===== config.mk =====
export PLATFORM = sky130hd
export DESIGN_NAME = reg_file_sweep
export DESIGN_NICKNAME = d
export VERILOG_FILES = /design/src/rtl/sccu_rf_pkg.sv /design/src/rtl/rf_write_merge.sv /design/src/rtl/reg_file_sweep.sv
export SDC_FILE = /design/constraint.sdc
export NUM_CORES = 1
export LEC_CHECK = 0
export BUFFER_PORTS_ARGS = -buffer_cell sky130_fd_sc_hd__buf_4
export CORE_UTILIZATION = 60
export CTS_CLUSTER_SIZE = 28
export DETAILED_ROUTE_END_ITERATION = 6
export GPL_TIMING_DRIVEN = 0
export PLACE_DENSITY = 0.86
export SKIP_CTS_REPAIR_TIMING = 1
export SLEW_MARGIN = 15
export SYNTH_ARGS = -nofsm -noshare
export SYNTH_HDL_FRONTEND = slang
export SYNTH_SLANG_ARGS = --single-unit

===== constraint.sdc =====
create_clock -name clk -period 7.27 [get_ports clk]
set_clock_uncertainty 0.1 [all_clocks]
set_input_delay 1.454 -clock clk [delete_from_list [all_inputs] [get_ports clk]]
set_output_delay 1.454 -clock clk [all_outputs]
set_load 0.01 [all_outputs]

===== src/rtl/sccu_rf_pkg.sv =====
// Shared types for the sweep-cleared register file.
// Holds the write-merge mode encoding and the FSM state encoding.
package sccu_rf_pkg;

  typedef enum logic [2:0] {
    WM_FULL    = 3'd0,
    WM_LO_ZX   = 3'd1,
    WM_HI_KEEP = 3'd2,
    WM_SET     = 3'd3,
    WM_CLR     = 3'd4
  } wr_mode_e;

  typedef enum logic {
    ST_SWEEP = 1'b0,
    ST_RUN   = 1'b1
  } rf_state_e;

  // Codes 5..7 are reserved and never modify a register.
  function automatic logic mode_is_valid(input logic [2:0] mode);
    return mode <= WM_CLR;
  endfunction

endpackage


===== src/rtl/rf_write_merge.sv =====
// Combinational write merge: combines the write source with the old register value.
// Used by both the commit path and the bypass path so they always agree.
module rf_write_merge
  import sccu_rf_pkg::*;
#(
  parameter int DATA_W = 32
) (
  input  logic [2:0]        mode_i,
  input  logic [DATA_W-1:0] src_i,
  input  logic [DATA_W-1:0] old_i,
  output logic [DATA_W-1:0] new_val_o,
  output logic              valid_o
);

  localparam int H = DATA_W / 2;

  always_comb begin
    new_val_o = old_i;
    valid_o   = mode_is_valid(mode_i);
    case (wr_mode_e'(mode_i))
      WM_FULL:    new_val_o = src_i;
      WM_LO_ZX:   new_val_o = {{(DATA_W-H){1'b0}}, src_i[H-1:0]};
      WM_HI_KEEP: new_val_o = {src_i[DATA_W-H-1:0], old_i[H-1:0]};
      WM_SET:     new_val_o = '1;
      WM_CLR:     new_val_o = '0;
      default:    new_val_o = old_i;
    endcase
  end

endmodule


===== src/rtl/reg_file_sweep.sv =====
// Register file between ID and EXE with merge-mode writes, same-cycle read bypass
// and a one-register-per-cycle clear sweep after reset or on request.
module reg_file_sweep
  import sccu_rf_pkg::*;
#(
  parameter  int DATA_W   = 32,
  parameter  int NUM_REGS = 8,
  parameter  int NUM_RD   = 2,
  parameter  bit BYPASS   = 1'b1,
  localparam int ADDR_W   = $clog2(NUM_REGS)
) (
  input  logic                     clk,
  input  logic                     rst,
  input  logic [NUM_RD*ADDR_W-1:0] rd_addr,
  output logic [NUM_RD*DATA_W-1:0] rd_data,
  input  logic                     wr_en,
  input  logic [ADDR_W-1:0]        wr_addr,
  input  logic [2:0]               wr_mode,
  input  logic [DATA_W-1:0]        wr_data_id,
  input  logic [DATA_W-1:0]        wr_data_exe,
  input  logic                     wr_data_sel,
  input  logic                     clr_all_req,
  output logic                     ready
);

  localparam logic [ADDR_W:0]   NUM_REGS_W = (ADDR_W+1)'(NUM_REGS);
  localparam logic [ADDR_W-1:0] LAST_IDX   = ADDR_W'(NUM_REGS - 1);

  logic [DATA_W-1:0] mem_q [NUM_REGS];

  rf_state_e         state_q, state_d;
  logic [ADDR_W-1:0] sweep_idx_q, sweep_idx_d;

  logic              mem_we_d;
  logic [ADDR_W-1:0] mem_waddr_d;
  logic [DATA_W-1:0] mem_wdata_d;

  logic              wr_in_range;
  logic [DATA_W-1:0] wr_src;
  logic [DATA_W-1:0] wr_old;
  logic [DATA_W-1:0] wr_merged;
  logic              wr_valid;
  logic              wr_commit;
  logic              bypass_live;

  assign ready       = (state_q == ST_RUN);
  assign wr_in_range = {1'b0, wr_addr} < NUM_REGS_W;
  assign wr_src      = wr_data_sel ? wr_data_exe : wr_data_id;
  assign wr_old      = wr_in_range ? mem_q[wr_addr] : '0;

  rf_write_merge #(
    .DATA_W (DATA_W)
  ) u_merge (
    .mode_i    (wr_mode),
    .src_i     (wr_src),
    .old_i     (wr_old),
    .new_val_o (wr_merged),
    .valid_o   (wr_valid)
  );

  // A clear request wins over a write presented in the same cycle.
  assign wr_commit   = ready && wr_en && wr_valid && wr_in_range && !clr_all_req;
  assign bypass_live = BYPASS && ready && wr_en && wr_valid;

  always_ff @(posedge clk) begin
    if (rst) begin
      state_q     <= ST_SWEEP;
      sweep_idx_q <= '0;
    end else begin
      state_q     <= state_d;
      sweep_idx_q <= sweep_idx_d;
    end
  end

  always_comb begin
    state_d     = state_q;
    sweep_idx_d = sweep_idx_q;
    mem_we_d    = 1'b0;
    mem_waddr_d = wr_addr;
    mem_wdata_d = wr_merged;
    case (state_q)
      ST_SWEEP: begin
        mem_we_d    = 1'b1;
        mem_waddr_d = sweep_idx_q;
        mem_wdata_d = '0;
        if (sweep_idx_q == LAST_IDX) begin
          state_d     = ST_RUN;
          sweep_idx_d = '0;
        end else begin
          sweep_idx_d = sweep_idx_q + ADDR_W'(1);
        end
      end
      ST_RUN: begin
        if (clr_all_req) begin
          state_d     = ST_SWEEP;
          sweep_idx_d = '0;
        end else if (wr_commit) begin
          mem_we_d = 1'b1;
        end
      end
      default: begin
        state_d     = ST_SWEEP;
        sweep_idx_d = '0;
      end
    endcase
    // Reset only restarts the sweep; the array itself is left alone.
    if (rst) begin
      mem_we_d = 1'b0;
    end
  end

  always_ff @(posedge clk) begin
    if (mem_we_d) begin
      mem_q[mem_waddr_d] <= mem_wdata_d;
    end
  end

  genvar gi;
  generate
    for (gi = 0; gi < NUM_RD; gi++) begin : g_rd
      logic [ADDR_W-1:0] addr;
      logic              in_range;
      logic              hit;
      logic [DATA_W-1:0] val;

      assign addr     = rd_addr[gi*ADDR_W +: ADDR_W];
      assign in_range = {1'b0, addr} < NUM_REGS_W;
      assign hit      = bypass_live && (addr == wr_addr);

      always_comb begin
        val = '0;
        if (ready && in_range) begin
          val = hit ? wr_merged : mem_q[addr];
        end
      end

      assign rd_data[gi*DATA_W +: DATA_W] = val;
    end
  endgenerate

endmodule

==> results of run 1 <==
==> logic make-up (layout without fill, tap and decap cells) <==
logic type                 count (synthesis)  after routing  synth area share
and+or+nand+nor                          127            127           0.04138
xor gates and xnor gates                   6              6          0.003268
muxes                                    321            321            0.3297
AOI/OAI and AO/OA                        234            234            0.1026
adders and majority gates                  2              2          0.001556
buffers and inverters                    111            307           0.03858
DFF                                      260            260            0.4829
==> worst max path at each step <==
stage | cells after the start | end | start | slack [ns]
after floorplan | 7 | mem_q[2][0] | wr_addr[1] | 2.82
after global placement | 7 | mem_q[0][2] | wr_addr[1] | 0.58
after detailed placement | 8 | rd_data[12] | wr_mode[0] | 1.98
after CTS | 8 | rd_data[39] | wr_mode[0] | 1.97
after global routing | 7 | rd_data[12] | wr_mode[1] | 1.74
final | 7 | rd_data[12] | wr_mode[1] | 1.70
==> sequential cells by signal (all words and copies together) (netlist names) <==
name	count
mem_q	256
ready	1
sweep_idx_q	3
==> cell type report <==
cell class                      instances  area, um2
Inverter                                3      11.26
Fill cell                            1574       7511
Sequential cell                       260       7767
Clock buffer                           30      686.9
Multi-Input combinational cell        690       7756
Clock inverter                         18      191.4
Buffer                                108      609.3
Tap cell                              335      419.2
Timing Repair Buffer                  148       1254
==> cells in the final DEF, fill, tap and decap left out, types with 4 or more instances in the layout <==
cell type	netlist	routed
edfxtp_1	256	256
buf_4	11	150
mux4_2	148	148
mux2i_1	127	127
a21oi_1	52	52
a211oi_1	49	49
o21ai_0	48	48
clkbuf_1	42	45
buf_2	39	39
and3_1	34	34
mux2_2	34	34
o211a_1	31	31
clkbuf_16	0	27
nand2_1	23	23
nor2_1	29	21
nand2b_1	18	18
o22ai_1	15	15
a211o_1	15	15
mux4_1	12	12
a221oi_1	10	10
buf_12	4	9
clkinv_2	0	9
nand3_1	8	8
nor2_4	0	8
a221oi_2	7	7
buf_1	6	6
buf_6	5	5
clkinv_1	1	4
bufinv_16	0	4
buf_16	0	4
dfxtp_1	4	4
==> power groups by stage <==
stage	Sequential [W]	Combinational [W]	Clock, W
after detailed placement	0.00173	0.000552	0
after floorplan	0.00172	0.000362	0
after global routing	0.00171	0.000593	0.00144
final	0.00170	0.000578	0.00140
after global placement	0.00173	0.000518	0
after CTS	0.00170	0.000556	0.00139
==> routing by layer <==
metal | track usage | up-vias | wire, um
met1 | 0.5090 | 6018 | 16760
met4 | 0.2300 | 0 | 3280
li1 | - | 4830 | -
met2 | 0.5811 | 1462 | 24110
met3 | 0.1161 | 323 | 9353
met5 | 0 | - | 0
==> stage by stage <==
| step | std cells | hold slack (ns) |
|---|---|---|
| floorplan | 1061 | 0.3920 |
| global placement | 1535 | 0.4233 |
| detailed placement | 1544 | 0.4434 |
| CTS | 1592 | 0.4764 |
| global route | 1592 | 0.4901 |
| finish | 1592 | 0.4874 |
==> worst max-delay path, stage by stage <==
cell	delay (ns)
buf_4	0.13
o21ai_1	0.35
nand3_1	0.53
nor2_1	0.77
buf_2	0.39
a211oi_1	0.18
buf_4	0.20
==> results.sh, run 1 <==
export IMPL_diodes=0
export IMPL_switchingPower_w=0.0009396
export IMPL_setup_slack_ns=1.696
export IMPL_wire_per_inst_um=33.61
export IMPL_cts_clk_slew_worst_paths_ns=0.07
export IMPL_seqPwrFrac=0.462
export IMPL_fin_crit_ns=5.574
export IMPL_antenna_found_initial=0
export IMPL_die_area_um2=27470
export IMPL_clk_latency_ns=0.55
export IMPL_violations="DRC"
export IMPL_synth_common_cells="edfxtp_1, mux4_2, mux2i_1"
export IMPL_cts_buffer_depth=3
export IMPL_dp_hpwl_um=35900
export IMPL_synth_nets=1144
export IMPL_rows=59
export IMPL_r2r_slack_ns=4.28
export IMPL_ys_ff_latch=260
export IMPL_hold_viol_final=0
export IMPL_reg2regPathDepth=6
export IMPL_grt_pass1_vias=12860
export IMPL_synth_most_common_cell="edfxtp_1"
export IMPL_p_total_w=0.003686
export IMPL_synth_cells=1061
export IMPL_min_from="sweep_idx_q[1]"
export IMPL_end_kind="output pin"
export IMPL_tightest_slew_ns=1.059
export IMPL_synth_area_um2=16080
export IMPL_yosysSeqAreaShare=0.4829
export IMPL_avgSynthCellArea_um2=15.16
export IMPL_grt_usage=0.3886
export IMPL_tritoncts="yes"
export IMPL_start_kind="primary input"
export IMPL_internal_power_w=0.002746
export IMPL_tns_ns=0
export IMPL_utilization=0.7134
export IMPL_synth_top_area_frac=0.4779
export IMPL_required_ns=5.72
export IMPL_hold_path_class="reg2reg"
export IMPL_fin_area_um2=18700
export IMPL_hold_depth=2
export IMPL_grt_ovfl_total=0
export IMPL_drc=17
export IMPL_grt_max_degree=20
export IMPL_relSlewSlack=0.2938
export IMPL_ir_drop_v=0.0001552
export IMPL_arrival_ns=4.02
export IMPL_dr_pass1_iters=7
export IMPL_viasPerCell=7.935
export IMPL_cp_max_fo=10
export IMPL_holdPathEnd="sweep_idx_q[1]"
export IMPL_routed_wl_um=53500
export IMPL_yosys_warnings=0
export IMPL_r2r_end="mem_q[6][31]"
export IMPL_setup_viol=0
export IMPL_ys_flop_type="edfxtp_1"
export IMPL_h_tree_depth=1
export IMPL_synth_largest_area_cell="edfxtp_1"
export IMPL_die_h_um=165.7
export IMPL_placed_area_um2=17820
export IMPL_fin_crit_sh=0.7667
export IMPL_r2r_start="ready"
export IMPL_yosysUniqueCellTypes=48
export IMPL_area_growth_pct=16.23
export IMPL_portBuffers=139
export IMPL_cts_root_buf="clkbuf_16"
export IMPL_ys_async_sr_fraction=0
export IMPL_combPwrFrac=0.157
export IMPL_place_gp_congestion=0.9489
export IMPL_die_w_um=165.7
export IMPL_worstSetupPathType="in2out"
export IMPL_drtAntennaViolNets=0
export IMPL_p_sw_frac=0.2549
export IMPL_synthTopCellsByArea="edfxtp_1, mux4_2, mux2i_1"
export IMPL_initial_core_util=0.6138
export IMPL_p_leak_nw=6.990
export IMPL_via_count=12630
export IMPL_p_clk_frac=0.381
export IMPL_rsz0062_at_grt="no"
export IMPL_fmax_mhz=179.4
export IMPL_synth_edf_count=256
export IMPL_numCtsBuffers=26
export IMPL_grt_pass1_wl_um=77710
export IMPL_pwr_density_cell_nw_per_um2=197.1
export IMPL_status="finished, violations left"
export IMPL_drtIter0Drc=2207
export IMPL_dp_slack_ns=1.985
export IMPL_drive_above_1_share=0.3620
export IMPL_ioPinCount=146
export IMPL_cts_sinks=260
export IMPL_core_um2=26210
export IMPL_slew_violations=0
export IMPL_finalNetCount=1320
export IMPL_cap_violations=0
(Power assumes the default switching activity.)
==> inputs of run 2 (changes only) <==
CORE_UTILIZATION = 55   (was 60)
PLACE_DENSITY = 0.84   (was 0.86)
clock period = 4.54 ns   (was 7.27 ns; I/O delays follow)
==> results.sh, run 2 (synthesized netlist as in run 1, its figures left out) <==
export IMPL_hold_viol_final=0
export IMPL_cts_buffer_depth=3
export IMPL_dp_slack_ns=0.2992
export IMPL_area_growth_pct=17.20
export IMPL_cts_clk_slew_worst_paths_ns=0.06
export IMPL_path_cells="buf_4 > o21ai_1 > clkbuf_1 > nand2_1 > clkbuf_1 > o21ai_0 > o211a_1 > buf_4"
export IMPL_fmax_mhz=224.7
export IMPL_grt_pass1_vias=12720
export IMPL_hold_depth=2
export IMPL_tightest_slew_ns=1.049
export IMPL_viasPerCell=7.688
export IMPL_die_w_um=173.0
export IMPL_drtIter0Drc=1996
export IMPL_cap_violations=0
export IMPL_end_kind="output pin"
export IMPL_antenna_found_initial=0
export IMPL_tns_ns=0
export IMPL_die_h_um=173.0
export IMPL_setup_viol=0
export IMPL_crit_slowest_cell="clkbuf_1"
export IMPL_largest_reg_flops=256
export IMPL_cts_root_buf="clkbuf_16"
export IMPL_drc=4
export IMPL_min_from="clr_all_req"
export IMPL_rsz0062_at_grt="no"
export IMPL_worstSetupPathType="in2out"
export IMPL_max_stage_delay_ns=0.71
export IMPL_place_gp_congestion=0.9602
export IMPL_r2r_end="mem_q[7][16]"
export IMPL_drive_above_1_share=0.3627
export IMPL_final_cell_mix="edfxtp_1, buf_4, mux4_2, mux2i_1, a21oi_1"
export IMPL_via_count=12640
export IMPL_numCtsBuffers=27
export IMPL_ioPinCount=146
export IMPL_grt_pass1_wl_um=79070
export IMPL_clk_latency_ns=0.57
export IMPL_fin_crit_sh=0.9804
export IMPL_grt_usage=0.3617
export IMPL_required_ns=3.53
export IMPL_grt_ovfl_total=0
export IMPL_wire_per_inst_um=33.18
export IMPL_p_leak_nw=7.025
export IMPL_fin_crit_ns=4.451
export IMPL_slew_violations=0
export IMPL_core_um2=28700
export IMPL_utilization=0.6568
export IMPL_cts_sinks=260
export IMPL_ir_drop_v=0.0002697
export IMPL_holdPathEnd="ready"
export IMPL_r2r_start="ready"
export IMPL_pwr_density_cell_nw_per_um2=320.8
export IMPL_top_register="mem_q"
export IMPL_routed_wl_um=54550
export IMPL_dr_pass1_iters=7
export IMPL_reg2regPathDepth=6
export IMPL_p_total_w=0.006046
export IMPL_start_kind="primary input"
export IMPL_die_area_um2=29930
export IMPL_dp_hpwl_um=36210
export IMPL_hold_path_class="in2reg"
export IMPL_status="finished, violations left"
export IMPL_relSlewSlack=0.3003
export IMPL_finalNetCount=1322
export IMPL_violations="DRC"
export IMPL_critPathTopFamily="buffers and inverters"
export IMPL_rows=62
export IMPL_drtAntennaViolNets=0
export IMPL_diodes=0
export IMPL_tritoncts="yes"
export IMPL_initial_core_util=0.5604
export IMPL_grt_max_degree=20
export IMPL_r2r_slack_ns=1.48
export IMPL_final_common_cell="edfxtp_1"
export IMPL_portBuffers=139
export IMPL_arrival_ns=3.44
export IMPL_worst_path_buf_inv=4
export IMPL_h_tree_depth=1
export IMPL_setup_slack_ns=0.08907
export IMPL_cp_max_fo=10
[run 2: cell count changes in the layout (fill, tap and decap cells not counted), moves of 2 or more]
cell and delta:
clkinv_4 +3, clkinv_1 +2, bufinv_16 +2, clkinv_2 -5
[run 2: how the worst max path moves through the flow]
stage | startpoint | to | slack (ns) | cells past startpoint
global placement | wr_addr[1] | mem_q[0][2] | -1.61 | 7
floorplan | wr_addr[1] | mem_q[2][0] | 0.64 | 7
finish | wr_mode[1] | rd_data[21] | 0.09 | 8
global route | wr_mode[1] | rd_data[23] | 0.13 | 8
detailed placement | wr_mode[1] | rd_data[27] | 0.30 | 8
CTS | wr_mode[1] | rd_data[27] | 0.30 | 8
[run 2: layout make-up]
cell class | instances | area [um2]
Buffer | 108 | 609.3
Clock buffer | 29 | 683.2
Clock inverter | 21 | 269.0
Fill cell | 1947 | 9852
Inverter | 3 | 11.26
Multi-Input combinational cell | 690 | 7756
Sequential cell | 260 | 7767
Tap cell | 384 | 480.5
Timing Repair Buffer | 149 | 1274
[run 2: routing by layer]
layer | part of all wire | up-vias | global-route usage
li1 | - | 4826 | -
met1 | 0.32 | 6092 | 0.4656
met2 | 0.45 | 1393 | 0.5386
met3 | 0.17 | 328 | 0.1192
met4 | 0.067 | 0 | 0.2135
met5 | 0 | - | 0
[run 2: per-stage QoR]
step | cells | hold WS (ns) | cell area, um2
3_3_place_gp | 1584 | 0.4333 | 17610
3_5_place_dp | 1594 | 0.4555 | 17900
4_1_cts | 1644 | 0.4482 | 18850
2_1_floorplan | 1061 | 0.3920 | 16080
6_report | 1644 | 0.4453 | 18850
5_1_grt | 1644 | 0.4597 | 18850
[run 2: where the power goes]
group          internal (W)  leakage [nW]  total [W]  switching [W]
Sequential          0.00268          2.44    0.00273      0.0000465
Clock               0.00143         0.461    0.00240       0.000972
Combinational      0.000403          4.12   0.000916       0.000512
Total               0.00452          7.03    0.00605        0.00153
